<file path="src/rtl/router_out_pkt_reader.sv">
// router_out_pkt_reader: drain-side controller for one router output FIFO.
// Pops header/payload/parity bytes, streams them with sop/eop marks, checks
// parity, and requests a FIFO soft reset when the destination stalls too long.
// Optional feature macro: ROUTER_OUT_PARITY_CHECK_EN (parity accumulator and
// comparison); when undefined, parity_err is tied low.
module router_out_pkt_reader #(
    parameter int TIMEOUT = 30,
    parameter int TO_W    = 5
) (
    input  logic       clk,
    input  logic       reset,
    input  logic       empty,
    input  logic [7:0] data_out,
    input  logic       rx_ready,
    output logic       read_enb,
    output logic [7:0] pkt_data,
    output logic       pkt_valid,
    output logic       pkt_sop,
    output logic       pkt_eop,
    output logic [5:0] pkt_len,
    output logic       pkt_done,
    output logic       parity_err,
    output logic       soft_reset_req,
    output logic       busy
);

    typedef enum logic [1:0] {S_IDLE, S_HDR, S_BODY, S_DONE} state_t;

    state_t          r_state;
    state_t          w_next;
    logic            r_valid;
    logic [6:0]      r_remaining;
    logic [6:0]      r_to_read;
    logic [5:0]      r_len;
    logic [TO_W-1:0] r_to_cnt;
    logic [6:0]      w_len_p1;
    logic            w_last;
    logic            w_stall;
    logic            w_timeout;

    assign w_len_p1       = {1'b0, data_out[7:2]} + 7'd1;
    assign w_last         = r_valid & (r_remaining == 7'd1);
    assign w_stall        = ~empty & ~rx_ready & ((r_state == S_IDLE) | (r_state == S_BODY));
    assign w_timeout      = w_stall & (r_to_cnt == TO_W'(TIMEOUT - 1));

    assign pkt_data       = data_out;
    assign pkt_valid      = r_valid;
    assign pkt_len        = r_len;
    assign soft_reset_req = w_timeout;

    // State register
    always_ff @(posedge clk or posedge reset) begin
        if (reset) r_state <= S_IDLE;
        else       r_state <= w_next;
    end

    // Next-state logic; a timeout abandons the packet without pkt_done
    always_comb begin
        w_next = r_state;
        case (r_state)
            S_IDLE: begin
                if (w_timeout)     w_next = S_IDLE;
                else if (read_enb) w_next = S_HDR;
            end
            S_HDR:  w_next = S_BODY;
            S_BODY: begin
                if (w_timeout)   w_next = S_IDLE;
                else if (w_last) w_next = S_DONE;
            end
            S_DONE: w_next = S_IDLE;
            default: w_next = S_IDLE;
        endcase
    end

    // Output decode; read_enb is held low during reset so no byte is popped then
    always_comb begin
        read_enb = 1'b0;
        pkt_sop  = 1'b0;
        pkt_eop  = 1'b0;
        pkt_done = 1'b0;
        busy     = (r_state != S_IDLE);
        case (r_state)
            S_IDLE: read_enb = ~empty & rx_ready & ~reset;
            S_HDR:  pkt_sop  = 1'b1;
            S_BODY: begin
                read_enb = ~empty & rx_ready & (r_to_read != 7'd0) & ~reset;
                pkt_eop  = w_last;
            end
            S_DONE: pkt_done = 1'b1;
            default: ;
        endcase
    end

    // Read-valid pipeline, length capture and byte counters
    always_ff @(posedge clk or posedge reset) begin
        if (reset) begin
            r_valid     <= 1'b0;
            r_len       <= '0;
            r_remaining <= '0;
            r_to_read   <= '0;
        end else begin
            r_valid <= read_enb;
            case (r_state)
                S_HDR: begin
                    r_len       <= data_out[7:2];
                    r_remaining <= w_len_p1;
                    r_to_read   <= w_len_p1;
                end
                S_BODY: begin
                    if (r_valid)  r_remaining <= r_remaining - 7'd1;
                    if (read_enb) r_to_read   <= r_to_read - 7'd1;
                end
                default: ;
            endcase
        end
    end

    // Stall timeout counter: runs only while data waits and the destination refuses it
    always_ff @(posedge clk or posedge reset) begin
        if (reset)                   r_to_cnt <= '0;
        else if (read_enb | empty)   r_to_cnt <= '0;
        else if (w_timeout)          r_to_cnt <= '0;
        else if (w_stall)            r_to_cnt <= r_to_cnt + TO_W'(1);
    end

`ifdef ROUTER_OUT_PARITY_CHECK_EN
    logic [7:0] r_acc;
    logic       r_par_err;

    // Parity accumulator seeded by the header; the final byte is compared, not folded in
    always_ff @(posedge clk or posedge reset) begin
        if (reset) begin
            r_acc     <= '0;
            r_par_err <= 1'b0;
        end else if (r_state == S_HDR) begin
            r_acc     <= data_out;
            r_par_err <= 1'b0;
        end else if ((r_state == S_BODY) && r_valid) begin
            if (r_remaining == 7'd1) r_par_err <= (data_out != r_acc);
            else                     r_acc     <= r_acc ^ data_out;
        end
    end

    assign parity_err = (r_state == S_DONE) & r_par_err;
`else
    assign parity_err = 1'b0;
`endif

endmodule

</file>
<file path="config.mk">
export PLATFORM = sky130hd
export DESIGN_NAME = router_out_pkt_reader
export DESIGN_NICKNAME = d
export VERILOG_FILES = /design/src/rtl/router_out_pkt_reader.sv
export SDC_FILE = /design/constraint.sdc
export NUM_CORES = 1
export LEC_CHECK = 0
export BUFFER_PORTS_ARGS = -buffer_cell sky130_fd_sc_hd__buf_2
export CAP_MARGIN = 20
export CORE_MARGIN = 8
export CORE_UTILIZATION = 54
export CTS_BUF_LIST = sky130_fd_sc_hd__clkbuf_4 sky130_fd_sc_hd__clkbuf_8 sky130_fd_sc_hd__clkbuf_16
export DETAILED_ROUTE_END_ITERATION = 10
export PLACE_DENSITY_LB_ADDON = 0.15
export SYNTH_ARGS = -nofsm -noshare
export SYNTH_HDL_FRONTEND = slang
export SYNTH_SLANG_ARGS = --single-unit
</file>
<file path="constraint.sdc">
create_clock -name clk -period 2.2 [get_ports clk]
set_input_delay 0 -clock clk [delete_from_list [all_inputs] [get_ports clk]]
set_output_delay 0 -clock clk [all_outputs]
set_load 0.01 [all_outputs]
</file>
After elaboration in Yosys (flattened, before gate mapping)
Index checks and enable logic that the tools add are counted.
{"block": "totals", "reg_bits": 28, "elab_cells": 56, "output_inout_bits": 22, "inputBits": 12}
{"block": "classes", "bitwise": 13, "n_reduce_logical": 8, "add_sub_neg": 4, "mux": 16, "n_eq_ne": 9}
{"op": "case mux 7 bit (2 select lines)", "count": 2}
{"op": "2-to-1 mux 5 bit", "count": 3}
{"op": "2-to-1 mux 7 bit", "count": 2}
{"op": "subtractor 7 x 1 -> 7 bit, second input constant", "count": 2}
{"op": "bitwise AND 1 bit", "count": 8}
{"op": "2-to-1 mux 2 bit", "count": 4}
{"op": "case mux 2 bit (4 select lines)", "count": 1}
{"op": "adder 6 x 1 -> 7 bit, second input constant", "count": 1}
{"op": "equality test 7 x 1 -> 1 bit, second input constant", "count": 1}
{"op": "nonzero test 7 bit", "count": 1}
{"op": "!= test 3 bit, second input constant", "count": 2}
{"op": "AND reduction 2 bit", "count": 3}
{"op": "adder 5 x 1 -> 5 bit, second input constant", "count": 1}
{"op": "equality test 5 bit, second input constant", "count": 1}
{"op": "equality test 2 bit, second input constant", "count": 2}
{"op": "!= test 2 bit, second input constant", "count": 2}
{"op": "nonzero test 2 bit", "count": 2}
{"op": "2-to-1 mux 1 bit", "count": 3}
{"op": "NOT 1 bit", "count": 3}
{"op": "nonzero test 3 bit", "count": 1}
{"op": "equality test 2 x 1 -> 1 bit, second input constant", "count": 1}
{"op": "zero test 2 bit", "count": 1}
{"op": "OR 1 bit", "count": 2}
{"op": "case mux 1 bit (2 select lines)", "count": 1}

Depth between registers and ports, before layout
Gate-level depths: netlist of run 1.
{"block": "logic_depth", "depth_word": 8, "depth_mapped": 8, "depth_no_buf": 7}

Least setup slack after synthesis of run 1
No wires, ideal clock.
{"block": "synth_path", "path_kind": "register -> register", "startpoint": "reg r_to_read[0]", "endpoint": "reg r_to_read[3]", "t_required_ns": 2.078, "n_path_buf": 0, "path_stages_with_launch": 8, "synth_period_minus_slack_ns": 1.981, "slack_ns": 0.219, "setup_ns": 0.122, "arrival_time_ns": 1.860, "cell_sequence": "dfrtp_1 -> inv_1 -> ha_1 -> or3b_4 -> nor4_4 -> a211oi_1 -> nand4_1 -> a32o_1"}
{"block": "synth_via", "elab_chain_cells": 6, "word_cells_on_any_way": 9, "classes_between": "1 x add/sub; 1 x eq/ne; 3 x mux; 2 x bitwise; 2 x reduce/logical"}
{"element": "start: declaration", "line_no": "33", "rtl": "logic [6:0] r_to_read;"}
{"element": "start signal: assignment", "line_no": "107", "rtl": "r_to_read <= w_len_p1;"}
{"element": "start signal: assignment", "line_no": "111", "rtl": "if (read_enb) r_to_read <= r_to_read - 7'd1;"}
{"element": "nonzero test 7 bit", "line_no": "86", "rtl": "read_enb = ~empty & rx_ready & (r_to_read != 7'd0) & ~reset;"}
{"element": "bitwise AND 1 bit (2 in a row)", "line_no": "86"}
{"element": "case mux 1 bit (2 select lines)", "line_no": "82", "rtl": "case (r_state)"}
{"element": "named net read_enb", "line_no": "15", "rtl": "output logic read_enb,"}
{"element": "!= test 2 bit (no source line)"}
{"element": "AND reduction 2 bit (no source line)"}
The timed path passes the listed nets, and every way through them passes these cells. The select of a mux whose other input is x is not followed.
A chain may end at the register's enable or synchronous reset.

Worst setup path after layout of run 1
{"block": "layout_path", "startpoint": "reg r_to_read[0]", "endpoint": "reg r_to_cnt[2]"}
{"block": "layout_via", "elab_chain_cells": 6, "word_cells_on_any_way": 7, "classes_between": "2 x mux; 3 x bitwise; 2 x reduce/logical"}
{"element": "nonzero test 7 bit *", "line_no": "86"}
{"element": "bitwise AND 1 bit * (2 in a row)", "line_no": "86"}
{"element": "case mux 1 bit (2 select lines) *", "line_no": "82"}
{"element": "OR 1 bit *", "line_no": "121", "rtl": "else if (read_enb | empty) r_to_cnt <= '0;"}
{"element": "nonzero test 3 bit (no source line) or 2-to-1 mux 5 bit (tied branches)"}
{"element": "end signal: assignment", "line_no": "123", "rtl": "else if (w_stall) r_to_cnt <= r_to_cnt + TO_W'(1);"}
{"element": "end: declaration", "line_no": "35", "rtl": "logic [TO_W-1:0] r_to_cnt;"}
Every way passes the cells marked *; elsewhere a longest branch is shown, timed or not.

==> results.ini, run 1 <==
[die]
row_count=20
coreArea_mm2=0.00300
start_util=0.554
die_y_um=71.5
fp.dieW_um=71.5
die_area_mm2=0.00511
ios=34

[cts]
cts.reportedPaths.clkPinSlew_ns=0.15
clockRootBuffer=clkbuf_4
cts_max_level=1
clock_latency_ns=0.33
tritoncts=yes
cts_max_path_buffers=2
cts_made_buffers=3
cts_sinks=28

[yosys]
ys_warn_count=0
synth_seq_cells=28
synth_seq_area_share=0.421
synth_edf_count=0
synth_area_leaders=dfrtp_1 42%, nand2_1 5.4%, o21ai_0 5.1%
synth-main-ff-cell=dfrtp_1
syn_area_per_cell_um2=9.09
postSynthCellCount=183
synthArstFlopShare=1.00
syn-num-nets=201
yosysUniqueCellTypes=41
synth_top_area_frac=0.421
yosysTopAreaCell=dfrtp_1
netlist_area_mm2=0.00166

[routing]
drtIter0Drc=76
ant_nets=0
drt-pass1-iter-count=4
drt_wl_total_um=4000
num_vias=1456
wl_per_cell_um=16.2
post_drt_via_cell_ratio=5.89
drc=0

[power]
netSwitchingFraction=0.407
p_sw_mw=0.817
power_frac_clock=0.128
leakage_nw=0.879
p_comb_frac=0.411
intPower_mw=1.19
p_per_area_mw_per_mm2=1040
finalPower_mw=2.00
peakVddDrop_v=0.000481
seqPwrFrac=0.461

[place]
hpwl_um=2950
gp_congestion=0.846
dp.cells=233
dpl_cell_area_mm2=0.00179
io_buffer_count=28

[critical_path]
path_class=register to register
worstPathBufferInverterCount=1
cp_max_fo=4
arrival_ns=2.38
critPathMaxStageDelay_ns=0.45
crit_slowest_cell=dfrtp_1
cp_num_cells=7
cp_cell_sequence=inv_1 -> ha_2 -> or3b_4 -> nor4_4 -> a211oi_2 -> or3_4 -> a31oi_2
critical_path.top_delay_family=simple AND/OR/NAND/NOR gates
startpoint_type=register
critical_path_required_ns=2.46
worst-r2r-cell-count=7
cp-end-kind=register

[layout]
finish.utilization=0.644
fin_cells=247
final_cell_mix=28 x buf_2, 28 x dfrtp_1, 24 x nand2_1
final_area_mm2=0.00193
area_growth_pct=16.3
insertedDiodeCount=0
nNetsFinal=233
drive_above_1_share=0.276

[sta]
hold_violations=0
slew_violations=0
rsz0062_at_grt=true
period_share=0.964
setup_violations=0
finClkSkew_ns=0.00632
slew_headroom=0.558
fin_crit_ns=2.12
max_freq_mhz=472
tightest_slew_ns=0.657

[global_routing]
grt_max_degree=29
grt.overflow.total=0
grt_pass1_wl_um=6830
antenna_found_initial=0
grt_pass1_vias=1532
track_usage=0.161

[min_path]
hold_path_depth=0
min_path_type=primary input to output pin

[run]
cap_violations=0

[outcome]
status=finished, final reports clean

## stage by stage
stage / hold WS, ns / setup TNS (ns) / setup WS [ns]
after floorplan: 0.0696 / 0 / 0.219
after global placement: 0.000298 / 0 / 0.205
after detailed placement: 0.000298 / 0 / 0.148
after CTS: 0.000298 / 0 / 0.0943
after global routing: 0.000149 / -0.0481 / -0.0163
final: 0.000168 / 0 / 0.0791
## metal layers
| layer | share of wire | track usage |
|---|---|---|
| met1 | 0.42 | 0.187 |
| met2 | 0.51 | 0.282 |
| met3 | 0.057 | 0.0335 |
| met4 | 0.010 | 0.0612 |
| met5 | 0 | 0 |
## synth_stat cells, types with 2 or more instances
cell	n
dfrtp_1	28
nand2_1	24
o21ai_0	17
a21oi_1	11
buf_4	9
inv_1	8
clkbuf_1	7
mux2_2	7
nor2_1	7
nor3_1	7
ha_1	6
nand3_1	6
o22ai_1	4
nand2b_1	3
nand4_1	3
xnor2_1	3
xor2_1	3
a211oi_1	2
a22o_1	2
a31oi_1	2
a31oi_2	2
nor4_1	2
or2_2	2
## worst paths after layout
path / from / to / slack (ns)
max in group asynchronous: reset / pkt_valid / 1.63
max: r_to_read[0] / r_to_cnt[2] / 0.08
max reg2reg: r_to_read[0] / r_to_cnt[2] / 0.08
min in group asynchronous: reset / r_to_cnt[0] / 0.31
min: data_out[1] / pkt_data[1] / 0.0002
min reg2reg: r_to_cnt[4] / r_to_cnt[4] / 0.52
## state kept, by name (all words and copies together) (netlist names)
name and cells:
r_state 2, r_remaining 7, pkt_len 6, pkt_valid 1, r_to_cnt 5, r_to_read 7
## kinds of logic (layout without fill, tap and decap cells)
family / Yosys count / after routing / synth area share
buffers and inverters: 25 / 56 / 0.0775
xor gates and xnor gates: 6 / 6 / 0.0316
DFF: 28 / 28 / 0.421
AOI/OAI and AO/OA: 45 / 45 / 0.164
and+or+nand+nor: 64 / 64 / 0.205
adders and majority gates: 6 / 6 / 0.0451
muxes: 8 / 8 / 0.0534
other: 1 / 1 / 0.00226
## layout make-up
type                            instances  area [um2]
Tap cell                               33        41.3
Multi-Input combinational cell        130         846
Timing Repair Buffer                   44         280
Inverter                                8        30.0
Sequential cell                        28         701
Clock buffer                            4        36.3
Fill cell                             270        1070
## power groups by stage
stage	combinational [mW]	clock (mW)	sequential (mW)
2_1_floorplan	0.562	0	0.884
3_3_place_gp	0.763	0	0.909
3_5_place_dp	0.783	0	0.924
4_1_cts	0.799	0.264	0.912
5_1_grt	0.941	0.277	0.958
6_report	0.824	0.256	0.925
## what timing repair did
item / CTS / global route
endpoints found under the setup margin: 0 / 5
endpoints found under the hold margin: 35 / 0
buffers inserted: 0 / 2
resized for setup: 0 / 4
hold buffers: 8 / 0
Note: power is estimated with default switching activity, not from simulation.
==> run 2: changes to the inputs <==
==> constraint.sdc (replaced) <==
create_clock -name clk -period 2.2 [get_ports clk]
set_input_delay 0.33 -clock clk [delete_from_list [all_inputs] [get_ports clk]]
set_output_delay 0.33 -clock clk [all_outputs]
set_load 0.01 [all_outputs]
==> run 2 against run 1 <==
Against the previous run: cell area grew 0.65%; cell count shrank 0.40%; routed wire length grew 1.4%; combinational power grew 11%; the run now ends with negative setup slack left; die area is the same; via count grew 1.2%; critical path depth shrank 1; power grew 8.2%; clock skew grew 0.00080 ns; non-clock buffer count shrank 1.
==> results.ini, run 2 (same netlist as run 1, synthesis figures left out) <==
[outcome]
status=finished, violations left
violations=negative setup slack

[critical_path]
worst-r2r-cell-count=8
critical_path.top_delay_family=simple AND/OR/NAND/NOR gates
r2r_setup_slack_ns=0.07
r2r-start=r_to_read[1]
worstPathBufferInverterCount=2
startpoint_type=register
worstReg2RegEnd=r_to_cnt[4]
path_class=register to output pin
cp_cell_sequence=inv_2 -> ha_4 -> or3b_4 -> nor4_4 -> a211oi_2 -> buf_2
cp-end-kind=output pin
critPathMaxStageDelay_ns=0.43
cp_num_cells=6
arrival_ns=1.87
critical_path_required_ns=1.87
cp_max_fo=3
crit_slowest_cell=dfrtp_1

[cts]
clock_latency_ns=0.33
cts.reportedPaths.clkPinSlew_ns=0.16
cts_max_level=1
cts_made_buffers=3
cts_max_path_buffers=2
holdBufCountCts=0
tritoncts=yes
cts_sinks=28
clockRootBuffer=clkbuf_4

[power]
intPower_mw=1.32
finalPower_mw=2.17
p_per_area_mw_per_mm2=1110
power_frac_clock=0.156
peakVddDrop_v=0.000503
seqPwrFrac=0.424
leakage_nw=0.883
p_comb_frac=0.420
p_sw_mw=0.849
netSwitchingFraction=0.391

[global_routing]
track_usage=0.167
antenna_found_initial=0
grt_pass1_wl_um=7050
grt_max_degree=29
grt.overflow.total=0
grt_pass1_vias=1502

[place]
gp_congestion=0.857
io_buffer_count=28
dp.cells=235
dp_slack_ns=0.115
hpwl_um=2930

[routing]
drc=0
wl_met2_um=1980
post_drt_via_cell_ratio=5.99
wl_per_cell_um=16.5
drt-pass1-iter-count=4
drt-met1-wl_um=1730
drtIter0Drc=95
ant_nets=0
top_layer_used=met4
drt_wl_total_um=4060
wl_met3_um=278
num_vias=1473

[layout]
final_cell_mix=28 x buf_2, 28 x dfrtp_1, 24 x nand2_1
fin_cells=246
area_growth_pct=17.1
nFillCells=257
drive_above_1_share=0.319
nNetsFinal=232
insertedDiodeCount=0

[sta]
setup_violations=1
fin_crit_ns=2.20
slew_violations=0
rsz0062_at_grt=true
layout_setup_ws_ns=-0.00409
hold_violations=0
finClkSkew_ns=0.00712
period_share=1.00
max_freq_mhz=454

[die]
row_count=20
die_y_um=71.5
ios=34
die_area_mm2=0.00511
fp.dieW_um=71.5
start_util=0.554
coreArea_mm2=0.00300

[min_path]
min_path_type=primary input to asynchronous set/reset pin

[run]
cap_violations=0

[run 2: timing repair]
| item | CTS | global route |
|---|---|---|
| resized for setup | 6 | 1 |
| pin swaps | 2 | 2 |
| buffers inserted | 6 | 1 |
| endpoints found under the setup margin | 2 | 5 |
[run 2: power groups by stage]
stage / Clock (mW) / Sequential [mW] / Combinational [mW]
finish: 0.338 / 0.920 / 0.911
global route: 0.361 / 0.956 / 1.03
CTS: 0.344 / 0.915 / 0.877
detailed placement: 0 / 0.926 / 0.790
global placement: 0 / 0.912 / 0.771
floorplan: 0 / 0.884 / 0.562
[run 2: how the worst max path moves through the flow]
stage                   endpoint    startpoint
finish                  read_enb  r_to_read[1]
global route            read_enb  r_to_read[1]
CTS                     read_enb  r_to_read[1]
detailed placement      read_enb  r_to_read[0]
global placement     r_to_cnt[2]  r_to_read[0]
floorplan           r_to_read[3]  r_to_read[0]
[run 2: metal layers]
metal  track usage  up-vias
li1              -      702
met1         0.216      714
met2         0.258       49
met3        0.0391        8
met4        0.0748        0
met5             0        -
[run 2: cell type report]
class	count	area [um2]	share of cell area
clock buffers	3	22.5	0.0116
clock inverters	1	30.0	0.0154
inverters	8	33.8	0.0174
multi-input cells	130	866	0.445
flip-flops and latches	28	701	0.360
well taps	33	41.3	0.0212
repair buffers	43	253	0.130
[run 2: through the flow]
stage / cell area [um2] / setup TNS, ns / hold slack, ns / util
2_1_floorplan: 1670 / 0 / 0.237 / -
3_3_place_gp: 1810 / 0 / 0.463 / 0.603
3_5_place_dp: 1810 / 0 / 0.464 / 0.603
4_1_cts: 1930 / -0.0446 / 0.0862 / 0.643
5_1_grt: 1950 / -0.0853 / 0.103 / 0.648
6_report: 1950 / -0.00409 / 0.0791 / 0.648
[run 2: tightest hold or removal path: cells and delay by family]
family | cells | cell delay, ns
buffers and inverters | 3 | 0.51
